--- config.mk ---
export PLATFORM = sky130hd
export DESIGN_NAME = sram_port_arbiter_flat
export DESIGN_NICKNAME = d
export VERILOG_FILES = /design/src/rtl/sram_port_arbiter_if.sv /design/src/rtl/sram_port_arbiter.sv /design/src/flat_wrapper.sv
export SDC_FILE = /design/constraint.sdc
export NUM_CORES = 1
export LEC_CHECK = 0
export ABC_AREA = 1
export BUFFER_PORTS_ARGS = -buffer_cell sky130_fd_sc_hd__buf_2
export CORE_MARGIN = 3
export CORE_UTILIZATION = 35
export DETAILED_ROUTE_END_ITERATION = 6
export PLACE_DENSITY = 0.67
export SLEW_MARGIN = 20
export SYNTH_ARGS = -nofsm -noshare
export SYNTH_HDL_FRONTEND = slang
export SYNTH_SLANG_ARGS = --single-unit
--- constraint.sdc ---
create_clock -name clk -period 1.3 [get_ports clk]
set_input_delay 0.13 -clock clk [delete_from_list [all_inputs] [get_ports clk]]
set_output_delay 0.13 -clock clk [all_outputs]
set_load 0.05 [all_outputs]
--- src/rtl/sram_port_arbiter_if.sv ---
`default_nettype none
// +-----------------------------------------------------------------------------
// | sram_port_arbiter_if
// | Request/response bundle between the lookup/fill requesters and one SRAM array.
// | Revision: 1.0
// +-----------------------------------------------------------------------------
interface sram_port_arbiter_if #(
  parameter int ADDR_WIDTH = 8,
  parameter int WORD_WIDTH = 20,
  parameter int NUM_BLOCKS = 4
);
  logic [ADDR_WIDTH-1:0] i_rd_addr;
  logic                  i_rd_valid;
  logic                  o_rd_ready;
  logic [ADDR_WIDTH-1:0] i_wr_addr;
  logic [WORD_WIDTH-1:0] i_wr_data;
  logic [NUM_BLOCKS-1:0] i_wr_mask;
  logic                  i_wr_valid;
  logic                  o_wr_ready;
  logic                  i_miss_state;
  logic                  i_sram_halt;
  logic [ADDR_WIDTH-1:0] o_sram_addr;
  logic [WORD_WIDTH-1:0] o_sram_data;
  logic [NUM_BLOCKS-1:0] o_sram_mask;
  logic                  o_sram_wen;
  logic                  o_sram_valid;

  modport slave (
    input  i_rd_addr, i_rd_valid, i_wr_addr, i_wr_data, i_wr_mask, i_wr_valid,
    input  i_miss_state, i_sram_halt,
    output o_rd_ready, o_wr_ready,
    output o_sram_addr, o_sram_data, o_sram_mask, o_sram_wen, o_sram_valid
  );

  modport master (
    output i_rd_addr, i_rd_valid, i_wr_addr, i_wr_data, i_wr_mask, i_wr_valid,
    output i_miss_state, i_sram_halt,
    input  o_rd_ready, o_wr_ready,
    input  o_sram_addr, o_sram_data, o_sram_mask, o_sram_wen, o_sram_valid
  );
endinterface
`default_nettype wire

--- src/rtl/sram_port_arbiter.sv ---
`default_nettype none
// +-----------------------------------------------------------------------------
// | sram_port_arbiter
// | Shares one single-ported SRAM array between lookup reads and fill writes,
// | with a registered request stage. Optional grant statistics: SRAM_ARB_STATS_EN.
// | Revision: 1.0
// +-----------------------------------------------------------------------------
module sram_port_arbiter #(
  parameter int ADDR_WIDTH    = 8,
  parameter int WORD_WIDTH    = 20,
  parameter int NUM_BLOCKS    = 4,
  parameter int MAX_RD_STREAK = 4
) (
  input  logic               clk,
  input  logic               arst_n,
  sram_port_arbiter_if.slave bus
`ifdef SRAM_ARB_STATS_EN
  ,
  output logic [15:0]        o_rd_grant_cnt,
  output logic [15:0]        o_wr_grant_cnt
`endif
);

  localparam int                c_STREAK_W   = $clog2(MAX_RD_STREAK + 1);
  localparam logic [c_STREAK_W-1:0] c_STREAK_MAX = c_STREAK_W'(MAX_RD_STREAK);

  typedef enum logic [0:0] {
    S_RD_PRI = 1'b0,
    S_WR_PRI = 1'b1
  } state_t;

  state_t                r_state;
  state_t                w_state_nxt;
  logic [c_STREAK_W-1:0] r_streak;
  logic [c_STREAK_W-1:0] w_streak_nxt;
  logic                  w_rd_grant;
  logic                  w_wr_grant;

  logic [ADDR_WIDTH-1:0] r_sram_addr;
  logic [WORD_WIDTH-1:0] r_sram_data;
  logic [NUM_BLOCKS-1:0] r_sram_mask;
  logic                  r_sram_wen;
  logic                  r_sram_valid;

  always_ff @(posedge clk or negedge arst_n) begin
    if (!arst_n) begin
      r_state  <= S_RD_PRI;
      r_streak <= '0;
    end else begin
      r_state  <= w_state_nxt;
      r_streak <= w_streak_nxt;
    end
  end

  // The streak compare uses the post-grant value so the write gets the very
  // next slot after MAX_RD_STREAK reads have been granted over it.
  always_comb begin
    w_rd_grant   = 1'b0;
    w_wr_grant   = 1'b0;
    w_state_nxt  = r_state;
    w_streak_nxt = r_streak;
    if (!bus.i_sram_halt) begin
      case (r_state)
        S_RD_PRI: begin
          w_rd_grant = bus.i_rd_valid;
          w_wr_grant = !bus.i_rd_valid && bus.i_wr_valid;
        end
        default: begin
          w_wr_grant = bus.i_wr_valid;
          w_rd_grant = !bus.i_wr_valid && bus.i_rd_valid;
        end
      endcase

      if (w_wr_grant || !bus.i_wr_valid) begin
        w_streak_nxt = '0;
      end else if (w_rd_grant && (r_streak != c_STREAK_MAX)) begin
        w_streak_nxt = r_streak + c_STREAK_W'(1);
      end

      case (r_state)
        S_RD_PRI: begin
          if (bus.i_miss_state || (bus.i_wr_valid && (w_streak_nxt == c_STREAK_MAX))) begin
            w_state_nxt = S_WR_PRI;
          end
        end
        default: begin
          if (!bus.i_miss_state && (w_wr_grant || !bus.i_wr_valid)) begin
            w_state_nxt = S_RD_PRI;
          end
        end
      endcase
    end
  end

  assign bus.o_rd_ready = w_rd_grant;
  assign bus.o_wr_ready = w_wr_grant;

  always_ff @(posedge clk or negedge arst_n) begin
    if (!arst_n) begin
      r_sram_addr  <= '0;
      r_sram_data  <= '0;
      r_sram_mask  <= '0;
      r_sram_wen   <= 1'b0;
      r_sram_valid <= 1'b0;
    end else if (!bus.i_sram_halt) begin
      if (w_rd_grant) begin
        r_sram_addr  <= bus.i_rd_addr;
        r_sram_data  <= '0;
        r_sram_mask  <= '1;
        r_sram_wen   <= 1'b0;
        r_sram_valid <= 1'b1;
      end else if (w_wr_grant) begin
        r_sram_addr  <= bus.i_wr_addr;
        r_sram_data  <= bus.i_wr_data;
        r_sram_mask  <= bus.i_wr_mask;
        r_sram_wen   <= 1'b1;
        r_sram_valid <= 1'b1;
      end else begin
        r_sram_valid <= 1'b0;
      end
    end
  end

  assign bus.o_sram_addr  = r_sram_addr;
  assign bus.o_sram_data  = r_sram_data;
  assign bus.o_sram_mask  = r_sram_mask;
  assign bus.o_sram_wen   = r_sram_wen;
  assign bus.o_sram_valid = r_sram_valid;

`ifdef SRAM_ARB_STATS_EN
  logic [7:0]  r_idle_cnt;
  logic [15:0] r_rd_cnt;
  logic [15:0] r_wr_cnt;
  logic        w_idle;

  assign w_idle = !bus.i_sram_halt && !bus.i_rd_valid && !bus.i_wr_valid;

  // A halted cycle breaks an idle run, so the flush needs 256 truly quiet cycles.
  always_ff @(posedge clk or negedge arst_n) begin
    if (!arst_n) begin
      r_idle_cnt <= '0;
      r_rd_cnt   <= '0;
      r_wr_cnt   <= '0;
    end else if (w_idle) begin
      r_idle_cnt <= r_idle_cnt + 8'd1;
      if (r_idle_cnt == 8'hFF) begin
        r_rd_cnt <= '0;
        r_wr_cnt <= '0;
      end
    end else begin
      r_idle_cnt <= '0;
      if (w_rd_grant && (r_rd_cnt != 16'hFFFF)) begin
        r_rd_cnt <= r_rd_cnt + 16'd1;
      end
      if (w_wr_grant && (r_wr_cnt != 16'hFFFF)) begin
        r_wr_cnt <= r_wr_cnt + 16'd1;
      end
    end
  end

  assign o_rd_grant_cnt = r_rd_cnt;
  assign o_wr_grant_cnt = r_wr_cnt;
`endif

endmodule
`default_nettype wire

--- src/flat_wrapper.sv ---
// flat-port wrapper written by rule: the top's interface ports become plain ports
module sram_port_arbiter_flat 
#(
  parameter int ADDR_WIDTH    = 8,
  parameter int WORD_WIDTH    = 20,
  parameter int NUM_BLOCKS    = 4,
  parameter int MAX_RD_STREAK = 4
)
  (clk, arst_n, bus_i_rd_addr, bus_i_rd_valid, bus_i_wr_addr, bus_i_wr_data, bus_i_wr_mask, bus_i_wr_valid, bus_i_miss_state, bus_i_sram_halt, bus_o_rd_ready, bus_o_wr_ready, bus_o_sram_addr, bus_o_sram_data, bus_o_sram_mask, bus_o_sram_wen, bus_o_sram_valid);
  sram_port_arbiter_if #(.ADDR_WIDTH(ADDR_WIDTH), .WORD_WIDTH(WORD_WIDTH), .NUM_BLOCKS(NUM_BLOCKS)) bus_i ();
  input  logic clk;
  input  logic arst_n;
  input wire logic [$bits(bus_i.i_rd_addr)-1:0] bus_i_rd_addr;
  input wire logic [$bits(bus_i.i_rd_valid)-1:0] bus_i_rd_valid;
  input wire logic [$bits(bus_i.i_wr_addr)-1:0] bus_i_wr_addr;
  input wire logic [$bits(bus_i.i_wr_data)-1:0] bus_i_wr_data;
  input wire logic [$bits(bus_i.i_wr_mask)-1:0] bus_i_wr_mask;
  input wire logic [$bits(bus_i.i_wr_valid)-1:0] bus_i_wr_valid;
  input wire logic [$bits(bus_i.i_miss_state)-1:0] bus_i_miss_state;
  input wire logic [$bits(bus_i.i_sram_halt)-1:0] bus_i_sram_halt;
  output wire logic [$bits(bus_i.o_rd_ready)-1:0] bus_o_rd_ready;
  output wire logic [$bits(bus_i.o_wr_ready)-1:0] bus_o_wr_ready;
  output wire logic [$bits(bus_i.o_sram_addr)-1:0] bus_o_sram_addr;
  output wire logic [$bits(bus_i.o_sram_data)-1:0] bus_o_sram_data;
  output wire logic [$bits(bus_i.o_sram_mask)-1:0] bus_o_sram_mask;
  output wire logic [$bits(bus_i.o_sram_wen)-1:0] bus_o_sram_wen;
  output wire logic [$bits(bus_i.o_sram_valid)-1:0] bus_o_sram_valid;
  assign bus_i.i_rd_addr = bus_i_rd_addr;
  assign bus_i.i_rd_valid = bus_i_rd_valid;
  assign bus_i.i_wr_addr = bus_i_wr_addr;
  assign bus_i.i_wr_data = bus_i_wr_data;
  assign bus_i.i_wr_mask = bus_i_wr_mask;
  assign bus_i.i_wr_valid = bus_i_wr_valid;
  assign bus_i.i_miss_state = bus_i_miss_state;
  assign bus_i.i_sram_halt = bus_i_sram_halt;
  assign bus_o_rd_ready = bus_i.o_rd_ready;
  assign bus_o_wr_ready = bus_i.o_wr_ready;
  assign bus_o_sram_addr = bus_i.o_sram_addr;
  assign bus_o_sram_data = bus_i.o_sram_data;
  assign bus_o_sram_mask = bus_i.o_sram_mask;
  assign bus_o_sram_wen = bus_i.o_sram_wen;
  assign bus_o_sram_valid = bus_i.o_sram_valid;
  sram_port_arbiter #(.ADDR_WIDTH(ADDR_WIDTH), .WORD_WIDTH(WORD_WIDTH), .NUM_BLOCKS(NUM_BLOCKS), .MAX_RD_STREAK(MAX_RD_STREAK)) u_core (.clk(clk), .arst_n(arst_n), .bus(bus_i));
endmodule
==> reports/results.tsv <==
stage	metric	value	unit
synthesis	ys_seq_area_share	59.38	%
synthesis	synth_area_leaders	dfrtp_1 59%, a22o_1 11%, nand2_1 7.3%	
setup_path	cp.required	1170	ps
synthesis	synth_largest_area_cell	dfrtp_1	
die	start_util	38.12	%
sta	hold_ws	64.12	ps
power_and_ir_drop	power.switching	1.354	mW
synthesis	synth_top_area_share	59.38	%
sta	fmax	724.1	MHz
global_routing	grt_max_degree	18	
global_routing	antenna_found_initial	0	
drt	vias_per_cell	4.771	
placement	place_congestion	0.8140	
synthesis	synth_area_per_cell	10.33	um2
sta	slew_viol_final	0	
sta	fin_crit_sh	106.2	%
drt	drc	0	
global_routing	grt_pass1_wl	6.589	mm
drt	ant_nets	0	
power_and_ir_drop	share_seq_of_total_power	41.7	%
flow_run	drv_cap	0	
clock_tree	root_buffer	clkbuf_8	
clock_tree	cts_buffers	5	
synthesis	yosysWarningCount	0	
global_routing	grt_pass1_vias	1451	
sta	hold_viol	0	
run_status	violations	setup timing	
drt	route.met2.wl	1.959	mm
setup_path	slowest_stage	dfrtp_1	
die	dieArea	5424	um2
setup_path	endpoint_kind	output pin	
drt	dr_wl_met3	434	um
die	core	4202	um2
die	die_h	73.65	um
layout	layout.nets	307	
power_and_ir_drop	netSwitchingFraction	39.40	%
setup_path	crit_chain	nor2_4 > nor3_4 > buf_6 > buf_8	
sta	fin_skew	2.579	ps
setup_path	arrival	1250	ps
clock_tree	cts_tree	built	
drt	highest_layer	met4	
clock_tree	cts_buffer_depth	2	
die	rows	23	
setup_path	cp_max_fo	3	
run_status	status	complete, but fails checks	
synthesis	synth_nets	203	
synthesis	syn-cell-area	1602	um2
global_routing	grt.total_usage	16.00	%
drt	met1_length	1.889	mm
power_and_ir_drop	power_density	1406	nW/um2
sta	rsz0062_at_grt	yes	
sta	worstMarginPinSlew	388.2	ps
layout	n_antenna_cell	0	
clock_tree	htree_levels	2	
layout	fin_util	58.16	%
power_and_ir_drop	peakVddDrop	0.001034	V
synthesis	postSynthCellCount	155	
setup_path	worst_setup_path_start_kind	register	
placement	post-dp-hpwl	3.030	mm
placement	port_buffers	81	
drt	detail_route.first_pass.iterations	4	
sta	post-route-min-period	1381	ps
power_and_ir_drop	combPwrFrac	35.8	%
sta	tns	-1091	ps
min_path	hp-class	primary input to register	
layout	layout-drive-gt1-share	53.85	%
clock_tree	path_clk_slew	70	ps
layout	area_growth	52.58	%
sta	setup_slack	-81.04	ps
drt	drt-initial-drc-count	69	
clock_tree	clock_sinks	38	
global_routing	grt_overflow	0	
die	num_io_pins	82	
sta	slew_headroom	74.12	%
drt	wl_per_cell	13.99	um
synthesis	ys_ff_latch	38	
power_and_ir_drop	p_clk_share	22.5	%
placement	pre_cts_ws	-66.56	ps
setup_path	crit_type	register to output pin	
drt	drt-total-wl	4.338	mm
die	die_w	73.65	um
power_and_ir_drop	finalPower	3.436	mW
synthesis	synth_cell_types	21	
sta	finalSetupViolCount	24	
power_and_ir_drop	p_leak	1.275	nW
drt	vias	1479	
power_and_ir_drop	intPower	2.082	mW
clock_tree	insertion_delay	280	ps
setup_path	critical-path-max-stage-delay	420	ps
==> registers in the layout, summed over array words and instances, names as in the netlist <==
signal	cells
u_core.bus.o_sram_addr	8
u_core.bus.o_sram_data	20
u_core.bus.o_sram_valid	1
u_core.bus.o_sram_mask	4
u_core.r_streak	3
u_core.bus.o_sram_wen	1
u_core.r_state	1
==> per-layer routing <==
metal,vias up,global-route usage [%]
li1,732,-
met1,673,21.53
met2,68,24.21
met3,6,5.335
met4,0,5.433
met5,-,0
==> worst max-delay path: cells and delay by family, from the launching register on <==
kind                   cells  cell delay, ps
flip-flops                 1             420
buffers and inverters      2             280
AND/OR/NAND/NOR            2             280
==> through the flow <==
step	area (um2)	std cells
after floorplan	1609	155
after global placement	2157	295
after detailed placement	2157	295
after CTS	2333	309
after global routing	2444	310
final	2444	310
==> cells in the final DEF (no fill, tap or decap), types with 2 or more instances in the layout <==
master    netlist  routed
buf_2           4      79
dfrtp_1        38      38
nand2_1        31      25
a22o_1         20      20
buf_4           0      14
nor2_1         13       8
o21ai_1         7       7
a21oi_1         9       7
inv_2           5       5
nand2_2         1       5
nand3_1         7       5
clkbuf_8        0       5
buf_6           2       5
inv_1           6       4
a21oi_2         1       3
nor2_4          1       3
nor2_2          0       3
o21ai_2         0       3
inv_4           1       2
nand2_4         0       2
nand3_2         0       2
buf_8           0       2
buf_12          0       2
==> synth_stat cells <==
master and number:
dfrtp_1 38, nand2_1 31, a22o_1 20, nor2_1 13, a21oi_1 9, nand3_1 7, o21ai_1 7, inv_1 6
inv_2 5, buf_2 4, o21ai_0 3, buf_6 2, ha_1 2, a21oi_2 1, inv_4 1, nand2_2 1
nand3b_1 1, nor2_4 1, nor3_4 1, o22a_1 1, o22ai_1 1
==> final cells by class <==
class	count	area, um2
fillers	391	1758
flip-flops and latches	38	950.9
multi-input cells	99	649.4
repair buffers	103	636.9
clock buffers	6	72.57
well taps	50	62.56
inverters	12	57.56
clock inverters	2	13.76
==> cells by family (layout without fill, tap and decap cells) <==
group | count (synthesis) | in the layout | share of synthesized area, %
adders and majority gates | 2 | 2 | 1.562
DFF | 38 | 38 | 59.37
AOI/OAI and AO/OA | 42 | 42 | 18.36
and+or+nand+nor | 55 | 55 | 15.08
buffers and inverters | 18 | 123 | 5.625
==> timing repair <==
item	in CTS	in global routing
gates resized for setup	14	32
hold buffers	1	0
buffers inserted	6	1
pin swaps	4	9
endpoints found under the hold margin	15	0
setup endpoints to repair	31	39
==> worst paths after layout <==
kind                                          from  depth (start not counted)  slack, ps                          to
max                                 u_core.r_state                          4        -80              bus_o_wr_ready
min reg2reg                u_core.bus.o_sram_valid                          2        470     u_core.bus.o_sram_valid
min in group asynchronous                   arst_n                          2        290  u_core.bus.o_sram_data[17]
max in group asynchronous                   arst_n                          3        500  u_core.bus.o_sram_data[11]
min                               bus_i_wr_data[4]                          2         60   u_core.bus.o_sram_data[4]
max reg2reg                         u_core.r_state                          6        -60  u_core.bus.o_sram_data[18]
==> power groups by stage <==
| stage | Combinational [mW] | Sequential (mW) | Clock [mW] |
|---|---|---|---|
| floorplan | 0.259 | 1.98 | 0 |
| global placement | 1.14 | 1.45 | 0 |
| detailed placement | 1.16 | 1.44 | 0 |
| CTS | 1.19 | 1.43 | 0.796 |
| global route | 1.31 | 1.45 | 0.849 |
| finish | 1.23 | 1.43 | 0.772 |
No activity file was read; power rests on OpenSTA's default activity.
